$ cat src/rtl/pcpi_mul_arbiter_if.sv
// Bundle of the two requester PCPI ports, the shared multiplier PCPI port and the
// watchdog pulse; "slave" is the arbiter's view, "master" is the surrounding system.
interface pcpi_mul_arbiter_if;
    logic        r0_valid;
    logic [31:0] r0_insn;
    logic [31:0] r0_rs1;
    logic [31:0] r0_rs2;
    logic        r0_wr;
    logic [31:0] r0_rd;
    logic        r0_wait;
    logic        r0_ready;

    logic        r1_valid;
    logic [31:0] r1_insn;
    logic [31:0] r1_rs1;
    logic [31:0] r1_rs2;
    logic        r1_wr;
    logic [31:0] r1_rd;
    logic        r1_wait;
    logic        r1_ready;

    logic        m_valid;
    logic [31:0] m_insn;
    logic [31:0] m_rs1;
    logic [31:0] m_rs2;
    logic        m_wr;
    logic        m_ready;
    logic [31:0] m_rd;

    logic        err_timeout;

    modport slave (
        input  r0_valid, r0_insn, r0_rs1, r0_rs2,
        output r0_wr, r0_rd, r0_wait, r0_ready,
        input  r1_valid, r1_insn, r1_rs1, r1_rs2,
        output r1_wr, r1_rd, r1_wait, r1_ready,
        output m_valid, m_insn, m_rs1, m_rs2,
        input  m_wr, m_ready, m_rd,
        output err_timeout
    );

    modport master (
        output r0_valid, r0_insn, r0_rs1, r0_rs2,
        input  r0_wr, r0_rd, r0_wait, r0_ready,
        output r1_valid, r1_insn, r1_rs1, r1_rs2,
        input  r1_wr, r1_rd, r1_wait, r1_ready,
        input  m_valid, m_insn, m_rs1, m_rs2,
        output m_wr, m_ready, m_rd,
        input  err_timeout
    );
endinterface

$ cat src/rtl/pcpi_mul_arbiter.sv
// Two-requester round-robin arbiter sharing one PCPI multiplier, with abort drain,
// one-cycle re-issue guard and a per-operation watchdog.
module pcpi_mul_arbiter #(
    parameter int unsigned TIMEOUT = 16
) (
    input  logic              clk,
    input  logic              resetn,
    pcpi_mul_arbiter_if.slave bus
);
    localparam logic [1:0] S_IDLE  = 2'd0;
    localparam logic [1:0] S_BUSY  = 2'd1;
    localparam logic [1:0] S_FLUSH = 2'd2;
    localparam logic [1:0] S_DRAIN = 2'd3;
    localparam logic [7:0] CNT_LAST = 8'(TIMEOUT - 32'd1);

    function automatic logic mul_eligible(input logic valid, input logic [31:0] insn);
        return valid && (insn[6:0] == 7'b0110011) && (insn[31:25] == 7'b0000001) && !insn[14];
    endfunction

    logic [1:0]  state_q, state_d;
    logic        owner_q, owner_d;
    logic        last_q, last_d;
    logic [7:0]  cnt_q, cnt_d;

    logic        elig0_s, elig1_s, own_valid_s, resp_s, timeout_s, busy_s;
    logic [31:0] own_insn_s, own_rs1_s, own_rs2_s;

    assign elig0_s     = mul_eligible(bus.r0_valid, bus.r0_insn);
    assign elig1_s     = mul_eligible(bus.r1_valid, bus.r1_insn);
    assign own_valid_s = owner_q ? bus.r1_valid : bus.r0_valid;
    assign own_insn_s  = owner_q ? bus.r1_insn  : bus.r0_insn;
    assign own_rs1_s   = owner_q ? bus.r1_rs1   : bus.r0_rs1;
    assign own_rs2_s   = owner_q ? bus.r1_rs2   : bus.r0_rs2;
    assign busy_s      = (state_q == S_BUSY);

    // Next-state logic: arbitration, response capture, abort drain and watchdog.
    always_comb begin
        state_d   = state_q;
        owner_d   = owner_q;
        last_d    = last_q;
        cnt_d     = cnt_q;
        resp_s    = 1'b0;
        timeout_s = 1'b0;
        case (state_q)
            S_IDLE: begin
                cnt_d = 8'd0;
                if (elig0_s && elig1_s) begin
                    owner_d = ~last_q;
                    state_d = S_BUSY;
                end else if (elig0_s) begin
                    owner_d = 1'b0;
                    state_d = S_BUSY;
                end else if (elig1_s) begin
                    owner_d = 1'b1;
                    state_d = S_BUSY;
                end else begin
                    state_d = S_IDLE;
                end
            end
            S_BUSY: begin
                cnt_d = cnt_q + 8'd1;
                if (bus.m_ready) begin
                    resp_s  = 1'b1;
                    last_d  = owner_q;
                    state_d = S_FLUSH;
                end else if (cnt_q == CNT_LAST) begin
                    timeout_s = 1'b1;
                    state_d   = S_FLUSH;
                end else if (!own_valid_s) begin
                    state_d = S_DRAIN;
                end else begin
                    state_d = S_BUSY;
                end
            end
            S_DRAIN: begin
                // The abandoned operation's response is swallowed here, never forwarded.
                cnt_d = cnt_q + 8'd1;
                if (bus.m_ready) begin
                    state_d = S_FLUSH;
                end else if (cnt_q == CNT_LAST) begin
                    timeout_s = 1'b1;
                    state_d   = S_FLUSH;
                end else begin
                    state_d = S_DRAIN;
                end
            end
            S_FLUSH: begin
                state_d = S_IDLE;
            end
            default: begin
                state_d = S_IDLE;
            end
        endcase
    end

    // State registers; last resets to 1 so r0 wins the first tie.
    always_ff @(posedge clk or negedge resetn) begin
        if (!resetn) begin
            state_q <= S_IDLE;
            owner_q <= 1'b0;
            last_q  <= 1'b1;
            cnt_q   <= 8'd0;
        end else begin
            state_q <= state_d;
            owner_q <= owner_d;
            last_q  <= last_d;
            cnt_q   <= cnt_d;
        end
    end

    // Output decode; gated by resetn so every output drops the moment reset asserts.
    always_comb begin
        bus.m_valid     = resetn && busy_s;
        bus.m_insn      = bus.m_valid ? own_insn_s : 32'd0;
        bus.m_rs1       = bus.m_valid ? own_rs1_s  : 32'd0;
        bus.m_rs2       = bus.m_valid ? own_rs2_s  : 32'd0;
        bus.r0_ready    = resetn && resp_s && !owner_q;
        bus.r1_ready    = resetn && resp_s && owner_q;
        bus.r0_wr       = bus.r0_ready && bus.m_wr;
        bus.r1_wr       = bus.r1_ready && bus.m_wr;
        bus.r0_rd       = bus.r0_ready ? bus.m_rd : 32'd0;
        bus.r1_rd       = bus.r1_ready ? bus.m_rd : 32'd0;
        bus.r0_wait     = resetn && elig0_s && !bus.r0_ready;
        bus.r1_wait     = resetn && elig1_s && !bus.r1_ready;
        bus.err_timeout = resetn && timeout_s;
    end
endmodule

$ cat src/flat_wrapper.sv
// flat-port wrapper written by rule: the top's interface ports become plain ports
module pcpi_mul_arbiter_flat 
#(
    parameter int unsigned TIMEOUT = 16
)
  (clk, resetn, bus_r0_valid, bus_r0_insn, bus_r0_rs1, bus_r0_rs2, bus_r0_wr, bus_r0_rd, bus_r0_wait, bus_r0_ready, bus_r1_valid, bus_r1_insn, bus_r1_rs1, bus_r1_rs2, bus_r1_wr, bus_r1_rd, bus_r1_wait, bus_r1_ready, bus_m_valid, bus_m_insn, bus_m_rs1, bus_m_rs2, bus_m_wr, bus_m_ready, bus_m_rd, bus_err_timeout);
  pcpi_mul_arbiter_if bus_i ();
  input  logic clk;
  input  logic resetn;
  input wire logic [$bits(bus_i.r0_valid)-1:0] bus_r0_valid;
  input wire logic [$bits(bus_i.r0_insn)-1:0] bus_r0_insn;
  input wire logic [$bits(bus_i.r0_rs1)-1:0] bus_r0_rs1;
  input wire logic [$bits(bus_i.r0_rs2)-1:0] bus_r0_rs2;
  output wire logic [$bits(bus_i.r0_wr)-1:0] bus_r0_wr;
  output wire logic [$bits(bus_i.r0_rd)-1:0] bus_r0_rd;
  output wire logic [$bits(bus_i.r0_wait)-1:0] bus_r0_wait;
  output wire logic [$bits(bus_i.r0_ready)-1:0] bus_r0_ready;
  input wire logic [$bits(bus_i.r1_valid)-1:0] bus_r1_valid;
  input wire logic [$bits(bus_i.r1_insn)-1:0] bus_r1_insn;
  input wire logic [$bits(bus_i.r1_rs1)-1:0] bus_r1_rs1;
  input wire logic [$bits(bus_i.r1_rs2)-1:0] bus_r1_rs2;
  output wire logic [$bits(bus_i.r1_wr)-1:0] bus_r1_wr;
  output wire logic [$bits(bus_i.r1_rd)-1:0] bus_r1_rd;
  output wire logic [$bits(bus_i.r1_wait)-1:0] bus_r1_wait;
  output wire logic [$bits(bus_i.r1_ready)-1:0] bus_r1_ready;
  output wire logic [$bits(bus_i.m_valid)-1:0] bus_m_valid;
  output wire logic [$bits(bus_i.m_insn)-1:0] bus_m_insn;
  output wire logic [$bits(bus_i.m_rs1)-1:0] bus_m_rs1;
  output wire logic [$bits(bus_i.m_rs2)-1:0] bus_m_rs2;
  input wire logic [$bits(bus_i.m_wr)-1:0] bus_m_wr;
  input wire logic [$bits(bus_i.m_ready)-1:0] bus_m_ready;
  input wire logic [$bits(bus_i.m_rd)-1:0] bus_m_rd;
  output wire logic [$bits(bus_i.err_timeout)-1:0] bus_err_timeout;
  assign bus_i.r0_valid = bus_r0_valid;
  assign bus_i.r0_insn = bus_r0_insn;
  assign bus_i.r0_rs1 = bus_r0_rs1;
  assign bus_i.r0_rs2 = bus_r0_rs2;
  assign bus_r0_wr = bus_i.r0_wr;
  assign bus_r0_rd = bus_i.r0_rd;
  assign bus_r0_wait = bus_i.r0_wait;
  assign bus_r0_ready = bus_i.r0_ready;
  assign bus_i.r1_valid = bus_r1_valid;
  assign bus_i.r1_insn = bus_r1_insn;
  assign bus_i.r1_rs1 = bus_r1_rs1;
  assign bus_i.r1_rs2 = bus_r1_rs2;
  assign bus_r1_wr = bus_i.r1_wr;
  assign bus_r1_rd = bus_i.r1_rd;
  assign bus_r1_wait = bus_i.r1_wait;
  assign bus_r1_ready = bus_i.r1_ready;
  assign bus_m_valid = bus_i.m_valid;
  assign bus_m_insn = bus_i.m_insn;
  assign bus_m_rs1 = bus_i.m_rs1;
  assign bus_m_rs2 = bus_i.m_rs2;
  assign bus_i.m_wr = bus_m_wr;
  assign bus_i.m_ready = bus_m_ready;
  assign bus_i.m_rd = bus_m_rd;
  assign bus_err_timeout = bus_i.err_timeout;
  pcpi_mul_arbiter #(.TIMEOUT(TIMEOUT)) u_core (.clk(clk), .resetn(resetn), .bus(bus_i));
endmodule
$ cat config.mk
export PLATFORM = sky130hd
export DESIGN_NAME = pcpi_mul_arbiter_flat
export DESIGN_NICKNAME = d
export VERILOG_FILES = /design/src/rtl/pcpi_mul_arbiter_if.sv /design/src/rtl/pcpi_mul_arbiter.sv /design/src/flat_wrapper.sv
export SDC_FILE = /design/constraint.sdc
export NUM_CORES = 1
export LEC_CHECK = 0
export ABC_CLOCK_PERIOD_IN_PS = 1200
export CORE_AREA = 2 2 153 155
export DETAILED_ROUTE_END_ITERATION = 12
export DIE_AREA = 0 0 155 157
export PLACE_DENSITY_LB_ADDON = 0.15
export SETUP_SLACK_MARGIN = 0.3
export SYNTH_ARGS = -nofsm -noshare
export SYNTH_HDL_FRONTEND = slang
export SYNTH_SLANG_ARGS = --single-unit
$ cat constraint.sdc
create_clock -name clk -period 1.2 [get_ports clk]
set_input_delay 0.12 -clock clk [delete_from_list [all_inputs] [get_ports clk]]
set_output_delay 0.12 -clock clk [all_outputs]
set_load 0.02 [all_outputs]
# Word-level counts from Yosys, hierarchy flattened
# Cells that the tools add are included.
# Widths: inputs -> output; s select.
dict set report op_classes {
  n_div 0
  order_cmp 0
  bitwise 1
  shift 0
  mux 27
  multipliers 0
  n_reduce_logical 29
  add_sub_neg 1
  eq_ne 8
}
# op count
set op_table {}
lappend op_table {{$mux 32} 8}
lappend op_table {{$logic_and 1x1->1} 18}
lappend op_table {{$pmux 8 s2} 1}
lappend op_table {{$eq 7x1->1 const B} 2}
lappend op_table {{$eq 7x6->1 const B} 2}
lappend op_table {{$mux 2} 6}
lappend op_table {{$mux 1} 11}
lappend op_table {{$add 8x1->8 const B} 1}
lappend op_table {{$eq 8x4->1 const B} 1}
lappend op_table {{$pmux 2 s4} 1}
lappend op_table {{$logic_not 1->1} 5}
lappend op_table {{$eq 2x2->1 const B} 2}
lappend op_table {{$reduce_and 2->1} 2}
lappend op_table {{$reduce_bool 3->1} 1}
lappend op_table {{$eq 2x1->1 const B} 1}
lappend op_table {{$logic_not 2->1} 1}
lappend op_table {{$reduce_bool 2->1} 1}
lappend op_table {{$reduce_or 2->1} 1}
lappend op_table {{$not 1->1} 1}
dict set report totals {
  latchBits 0
  ram_bits 0
  word_cells 70
  regBits 12
  out_inout_bits 168
  rom_bits 0
  n_memories 0
  input_bits 230
}

# Longest topological paths before layout
# Gate-level depths: netlist of the first run.
dict set report logic_depth {
  word_depth 8
  depth_mapped 5
  depth_no_buf 5
}

# Least setup slack after synthesis of the first run
# OpenSTA, ideal clock, no wires.
dict set report synth_path {
  kind {register to output}
  startpoint {register u_core.state_q[1]}
  endpoint {output bus_r0_wait}
  setup_slack_ns -0.416
  path_stages_with_launch 6
  path_buffers 1
  t_required_ns 1.080
  arrival_ns 1.496
  cell_sequence {dfrtp_1 nor2b_4 nand2_2 nor3_4 buf_4 nor4_1}
}
dict set report synth_via {
  elab_chain_len 6
}
# element line_no
set synth_lines {}
lappend synth_lines {{start: declaration} pcpi_mul_arbiter.sv:20} ;# logic [1:0] state_q, state_d;
lappend synth_lines {{start signal: assignment} pcpi_mul_arbiter.sv:104} ;# state_q <= state_d;
lappend synth_lines {{$eq 2x1->1} pcpi_mul_arbiter.sv:44} ;# case (state_q)
lappend synth_lines {{$mux 1} pcpi_mul_arbiter.sv:44}
lappend synth_lines {{$logic_and 1x1->1 (2 in series)} pcpi_mul_arbiter.sv:117} ;# bus.r0_ready = resetn && resp_s && !owner_q;
lappend synth_lines {{net bus_r0_ready} flat_wrapper.sv:17} ;# output wire logic [$bits(bus_i.r0_ready)-1:0] bus_r0_ready;
lappend synth_lines {{$logic_not 1->1} pcpi_mul_arbiter.sv:123} ;# bus.r0_wait = resetn && elig0_s && !bus.r0_ready;
lappend synth_lines {{$logic_and 1x1->1} pcpi_mul_arbiter.sv:123}
lappend synth_lines {{end: declaration} flat_wrapper.sv:16} ;# output wire logic [$bits(bus_i.r0_wait)-1:0] bus_r0_wait;
# The timed path passes the listed nets, and every way through them passes these cells.

# Worst setup path after layout of the first run
dict set report layout_path {
  startpoint {register u_core.state_q[1]}
  endpoint {output bus_r1_rd[15]}
}
dict set report layout_via {
  elab_chain_len 5
}
# element line_no
set layout_lines {}
lappend layout_lines {{$eq 2x1->1} pcpi_mul_arbiter.sv:44}
lappend layout_lines {{$mux 1} pcpi_mul_arbiter.sv:44}
lappend layout_lines {{$logic_and 1x1->1 (2 in series)} pcpi_mul_arbiter.sv:118} ;# bus.r1_ready = resetn && resp_s && owner_q;
lappend layout_lines {{$mux 32} pcpi_mul_arbiter.sv:122} ;# bus.r1_rd = bus.r1_ready ? bus.m_rd : 32'd0;
lappend layout_lines {{end: declaration} flat_wrapper.sv:23} ;# output wire logic [$bits(bus_i.r1_rd)-1:0] bus_r1_rd;
# Every way passes these cells.

==> impl_metrics.tcl, run 1 <==
set metrics [dict create \
    fin_setup_tns_ps -96760 \
    finalCriticalPeriod_ps 1850 \
    synthesis.nets 595 \
    syn_to_final_growth_pct 262 \
    power.total_uw 2250 \
    p_int_uw 1680 \
    cts_tree "done" \
    postLayoutCoreUtil 0.418 \
    holdWs_ps 338 \
    p_leak_uw 0.00384 \
    antenna_cells 0 \
    hold_viol_final 0 \
    ir_worst_vdd_v 0.000294 \
    syn_area_per_cell_um2 7.15 \
    synth.yosys.seq_area_share 0.116 \
    drtAntennaViolNets 0 \
    gp_congestion 0.798 \
    grt_max_degree 35 \
    syn_area_um2 2600 \
    drc 0 \
    fmax_mhz 539 \
    synth_cell_types 37 \
    die-width_um 155 \
    endpoint_kind "output port" \
    dr.max_layer_used "met4" \
    cp.required_ps 1080 \
    rsz0062_at_grt "yes" \
    critPathKind "register to output port" \
    initial_core_util 0.116 \
    htree_levels 1 \
    totalWireLength_mm 17.8 \
    core_um2 22500 \
    die_h_um 157 \
    cts_buffers 3 \
    wl_per_cell_um 15.9 \
    grt_pass1_vias 4463 \
    antenna_found_initial 0 \
    clkLatencyLatePin_ps 240 \
    ys_warn_count 0 \
    crit_fanout 4 \
    route.met2.wl_mm 10.3 \
    power_frac_clock 0.277 \
    swShare 0.255 \
    postLayoutCellArea_um2 9420 \
    dpl-instance-area_um2 8400 \
    pin_count 398 \
    via_count 4458 \
    dieArea_um2 24300 \
    cp-start-kind "register" \
    ys_seq_elements 12 \
    postSynthCellCount 364 \
    drv_slew 0 \
    failed_checks "setup timing" \
    maxCapViolations 0 \
    fill_cells 2175 \
    power_density_nw_per_um2 239 \
    numClockSinks 12 \
    cp.arrival_ps 1730 \
    grt_overflow 0 \
    hpwl_mm 14.0 \
    power_switching_uw 575 \
    pwr-share-seq 0.181 \
    clk_pin_slew_ps 40 \
    drt-initial-drc-count 108 \
    ctsRootBufferMaster "clkbuf_16" \
    m1WireLength_mm 5.87 \
    hp-class "input port to register" \
    worst_pin_slew_ps 281 \
    wl_met3_mm 1.40 \
    finalWorstSetupSlack_ps -655 \
    drive_above_1_share 0.621 \
    relSlewSlack 0.807 \
    clockBufferDepth 2 \
    fin_skew_ps 5.96 \
    grt_use_total 0.125 \
    drt_pass1_iterations 4 \
    fin_crit_sh 1.55 \
    grt_pass1_wl_mm 24.3 \
    fin_nets 1066 \
    yosys.area.top_type "mux2i_1" \
    power_frac_comb 0.543 \
    fp-row-count 55 \
    via_per_inst 3.98 \
    status "finished, violations left" \
    setup_viol 173 \
    yosys-top-cells-area "mux2i_1 (38%), and2_1 (16%), nor2_1 (14%)" \
    port_buffers 397 \
    yosysTopAreaCellShare 0.381 \
]
routing by layer:
layer / up-vias / global-route usage
li1: 2175 / -
met1: 2040 / 0.125
met2: 230 / 0.261
met3: 13 / 0.0281
met4: 0 / 0.0256
met5: - / 0
metrics by stage:
step / setup WS (ps) / std cells
4_1_cts: -733 / 1092
6_report: -655 / 1119
3_5_place_dp: -1040 / 1082
2_1_floorplan: -188 / 364
3_3_place_gp: -1060 / 1082
5_1_grt: -732 / 1119
worst paths after layout:
path,start,endpoint,slack (ps),cells past startpoint
min in group asynchronous,resetn,u_core.cnt_q[1],400,2
worst max-delay path,u_core.state_q[1],bus_r1_rd[15],-650,9
max in group asynchronous,resetn,u_core.last_q,560,2
worst min-delay path,bus_r1_valid,u_core.state_q[1],340,4
worst min register to register,u_core.last_q,u_core.last_q,470,2
worst max register to register,u_core.owner_q,u_core.state_q[1],-140,5
cells in the mapped netlist:
cell,n
and4_1,1
buf_2,16
nor4bb_1,2
mux2i_1,99
nand3_1,1
o21ai_0,8
nand3_2,1
inv_1,4
clkbuf_1,4
dfstp_2,1
nor4b_1,2
o211ai_1,1
nand2_2,1
clkbuf_2,1
o21a_1,1
nor3_1,1
a22o_1,1
and2_1,66
nand2_1,13
and3_1,1
buf_1,3
nor2_2,1
xnor2_1,2
buf_4,4
ha_1,1
nor2_1,100
nor4_1,5
xor2_1,1
nor2b_1,1
dfrtp_1,11
nor3_4,1
a32o_1,1
nand3b_1,1
and4b_1,2
nor2b_4,1
a31oi_1,1
nand4_1,3
critical path, stage by stage, from the launching register on:
cell and delay [ps]:
dfrtp_1 400, nor2b_4 160, buf_6 120, nand3_4 70, nor2_4 160, buf_12 120
buf_12 100, clkbuf_16 130, and2_4 130, buf_6 110
what timing repair did:
action	CTS	global route
endpoints found under the hold margin	0	0
pin swaps	8	19
buffers inserted	3	19
gates resized for setup	620	406
setup endpoints to repair	180	180
hold buffers	0	0
gates cloned	3	8
layout by cell type (no fill, tap or decap), types with 2 or more instances in the layout:
master	Yosys	final
nor4_4	0	4
buf_6	0	88
clkdlybuf4s50_1	0	204
nor4bb_4	0	2
buf_12	0	21
and4b_1	2	2
and2_2	0	17
nand2_2	1	2
o21ai_0	8	6
dfrtp_1	11	9
buf_16	0	4
nand2_1	13	11
buf_4	4	113
nor2_1	100	3
and2_4	0	49
clkbuf_16	0	10
nor2_4	0	87
mux2i_1	99	43
nand4_1	3	3
clkbuf_2	1	17
inv_1	4	3
nor2_2	1	11
dlymetal6s2s_1	0	19
mux2i_4	0	29
mux2i_2	0	27
buf_2	16	16
clkbuf_4	0	3
o21ai_1	0	2
nor4b_4	0	2
power groups by stage:
stage	Combinational [µW]	Clock [µW]	Sequential, µW
6_report	1220	623	406
3_3_place_gp	1070	0	412
2_1_floorplan	216	0	412
5_1_grt	1290	653	406
3_5_place_dp	1080	0	412
4_1_cts	1110	639	406
logic make-up (layout without fill, tap and decap cells):
kind of cell               Yosys count  after routing  synth area share
AOI/OAI and AO/OA                   13             13            0.0308
xor gates and xnor gates             3              3            0.0101
adders and majority gates            1              1           0.00480
buffers and inverters               32            502            0.0601
DFF                                 12             12             0.116
muxes                               99             99             0.381
and+or+nand+nor                    204            204             0.398
sequential cells by signal, indices dropped and copies added (netlist names):
register	flops
u_core.state_q	2
u_core.cnt_q	8
u_core.owner_q	1
u_core.last_q	1
cell type report:
class                      count  area [µm²]  area share
clock buffer                   4        78.8     0.00837
inverter                       4        15.0     0.00159
multi-input combinational    320        3620       0.385
sequential                    12         307      0.0326
tap                          285         357      0.0379
timing repair buffer         494        5040       0.535
No activity file was read; power rests on OpenSTA's default activity.
==> run 2, diff against run 1 <==
- MAX_ROUTING_LAYER: not set -> met4
==> impl_metrics.tcl, run 2 (synthesis results as in run 1) <==
set metrics [dict create \
    status "finished, violations left" \
    failed_checks "setup timing" \
    dpl-instance-area_um2 8400 \
    wl_per_cell_um 15.7 \
    rr_worst_depth 5 \
    gp_congestion 0.811 \
    fin_skew_ps 5.49 \
    htree_levels 1 \
    hold_viol_final 0 \
    via_per_inst 3.99 \
    clk_pin_slew_ps 50 \
    startpoint "u_core.state_q[1]" \
    dieArea_um2 24300 \
    cts_buffers 3 \
    endpoint_kind "output port" \
    maxCapViolations 0 \
    clkLatencyLatePin_ps 240 \
    largestRegisters "u_core.cnt_q: 8 flops, u_core.state_q: 2 flops" \
    numClockSinks 12 \
    drt_pass1_iterations 4 \
    worst_pin_slew_ps 296 \
    antenna_cells 0 \
    drt-initial-drc-count 84 \
    layout_commonest_cell "clkdlybuf4s50_1" \
    via_count 4439 \
    fp-row-count 55 \
    finalWorstSetupSlack_ps -656 \
    grt_overflow 0 \
    relSlewSlack 0.797 \
    port_buffers 397 \
    regMostFlops "u_core.cnt_q" \
    grt_use_total 0.129 \
    die-width_um 155 \
    postLayoutCoreUtil 0.407 \
    fin_crit_sh 1.55 \
    hp-class "input port to asynchronous set/reset pin" \
    drv_slew 0 \
    power_density_nw_per_um2 244 \
    rsz0062_at_grt "yes" \
    drtAntennaViolNets 0 \
    largest_reg_flops 8 \
    cp.arrival_ps 1740 \
    postCtsHoldBufs 0 \
    reg2reg_from "u_core.owner_q" \
    clockBufferDepth 2 \
    drc 0 \
    cts_tree "done" \
    die_h_um 157 \
    postLayoutCellArea_um2 9160 \
    pin_count 398 \
    final_cell_mix "clkdlybuf4s50_1 (221), buf_4 (118), nor2_4 (87)" \
    core_um2 22500 \
    grt_pass1_vias 4479 \
    ir_worst_vdd_v 0.000310 \
    fmax_mhz 539 \
    critPathKind "register to output port" \
    cp-endpoint "bus_r1_rd[15]" \
    fin_nets 1060 \
    r2r_end "u_core.state_q[1]" \
    grt_pass1_wl_mm 24.3 \
    finalCriticalPeriod_ps 1860 \
    grt_max_degree 35 \
    cp.required_ps 1080 \
    dp_slack_ps -1040 \
    drive_above_1_share 0.597 \
    antenna_found_initial 0 \
    syn_to_final_growth_pct 252 \
    totalWireLength_mm 17.4 \
    cp-start-kind "register" \
    r2r_slack_ps -320 \
    hpwl_mm 14.0 \
    ctsRootBufferMaster "clkbuf_16" \
    p_leak_uw 0.00360 \
    initial_core_util 0.116 \
    crit_fanout 4 \
    setup_viol 173 \
    holdWs_ps 396 \
    fill_cells 2195 \
    fin_setup_tns_ps -96330 \
]
-- run 2: changes by cell type in the layout (fill, tap and decap cells not counted), moves of 2 or more --
| cell | previous run | this run |
|---|---|---|
| mux2i_2 | 27 | 21 |
| buf_12 | 21 | 19 |
| dlygate4sd2_1 | 0 | 6 |
| mux2i_4 | 29 | 24 |
| buf_6 | 88 | 79 |
| buf_4 | 113 | 118 |
| dlymetal6s2s_1 | 19 | 2 |
| clkbuf_2 | 17 | 12 |
| mux2i_1 | 43 | 54 |
| clkdlybuf4s50_1 | 204 | 221 |
-- run 2: critical path: stages, from the launching register on --
cell       delay [ps]
dfrtp_1           400
nor2b_4           160
buf_6             120
nand3_4            70
nor2_4            160
buf_12            120
buf_12            100
clkbuf_16         130
and2_4            130
buf_6             110
-- run 2: repair_timing --
action                                  in CTS  in global routing
hold endpoints to repair                     0                  0
endpoints found under the setup margin     180                180
buffers inserted                             3                 14
gates resized for setup                    620                346
gates cloned                                 3                  7
pin swaps                                    8                  7
-- run 2: final cells by class --
| class | count | area (µm²) | area share |
|---|---|---|---|
| Inverter | 4 | 15.0 | 0.00164 |
| Multi-Input combinational cell | 320 | 3510 | 0.383 |
| Clock buffer | 4 | 78.8 | 0.00861 |
| Sequential cell | 12 | 307 | 0.0335 |
| Tap cell | 285 | 357 | 0.0390 |
| Timing Repair Buffer | 488 | 4890 | 0.534 |
-- run 2: layer usage --
| metal | vias to the layer above | part of all wire | GRT usage |
|---|---|---|---|
| met2 | 230 | 0.58 | 0.260 |
| li1 | 2161 | - | - |
| met3 | 13 | 0.070 | 0.0190 |
| met4 | 0 | 0.013 | 0.0256 |
| met5 | - | 0 | - |
| met1 | 2035 | 0.34 | 0.130 |
-- run 2: power breakdown --
part           switching [µW]  total, µW  leakage (µW)  internal (µW)
sequential             0.0957        406      0.000160            406
combinational             382       1200       0.00341            816
clock                     178        625     0.0000382            447
-- run 2: worst min path at each step --
stage / end / slack, ps / cells after the start
finish: u_core.cnt_q[1] / 400 / 2
global route: u_core.cnt_q[1] / 430 / 2
CTS: u_core.cnt_q[1] / 410 / 2
detailed placement: u_core.last_q / 460 / 2
global placement: u_core.last_q / 460 / 2
floorplan: u_core.cnt_q[0] / -180 / 0
-- run 2: through the flow --
stage          instances  total power [µW]
2_1_floorplan        364               628
3_3_place_gp        1082              1480
3_5_place_dp        1082              1490
4_1_cts             1092              2160
5_1_grt             1113              2330
6_report            1113              2230
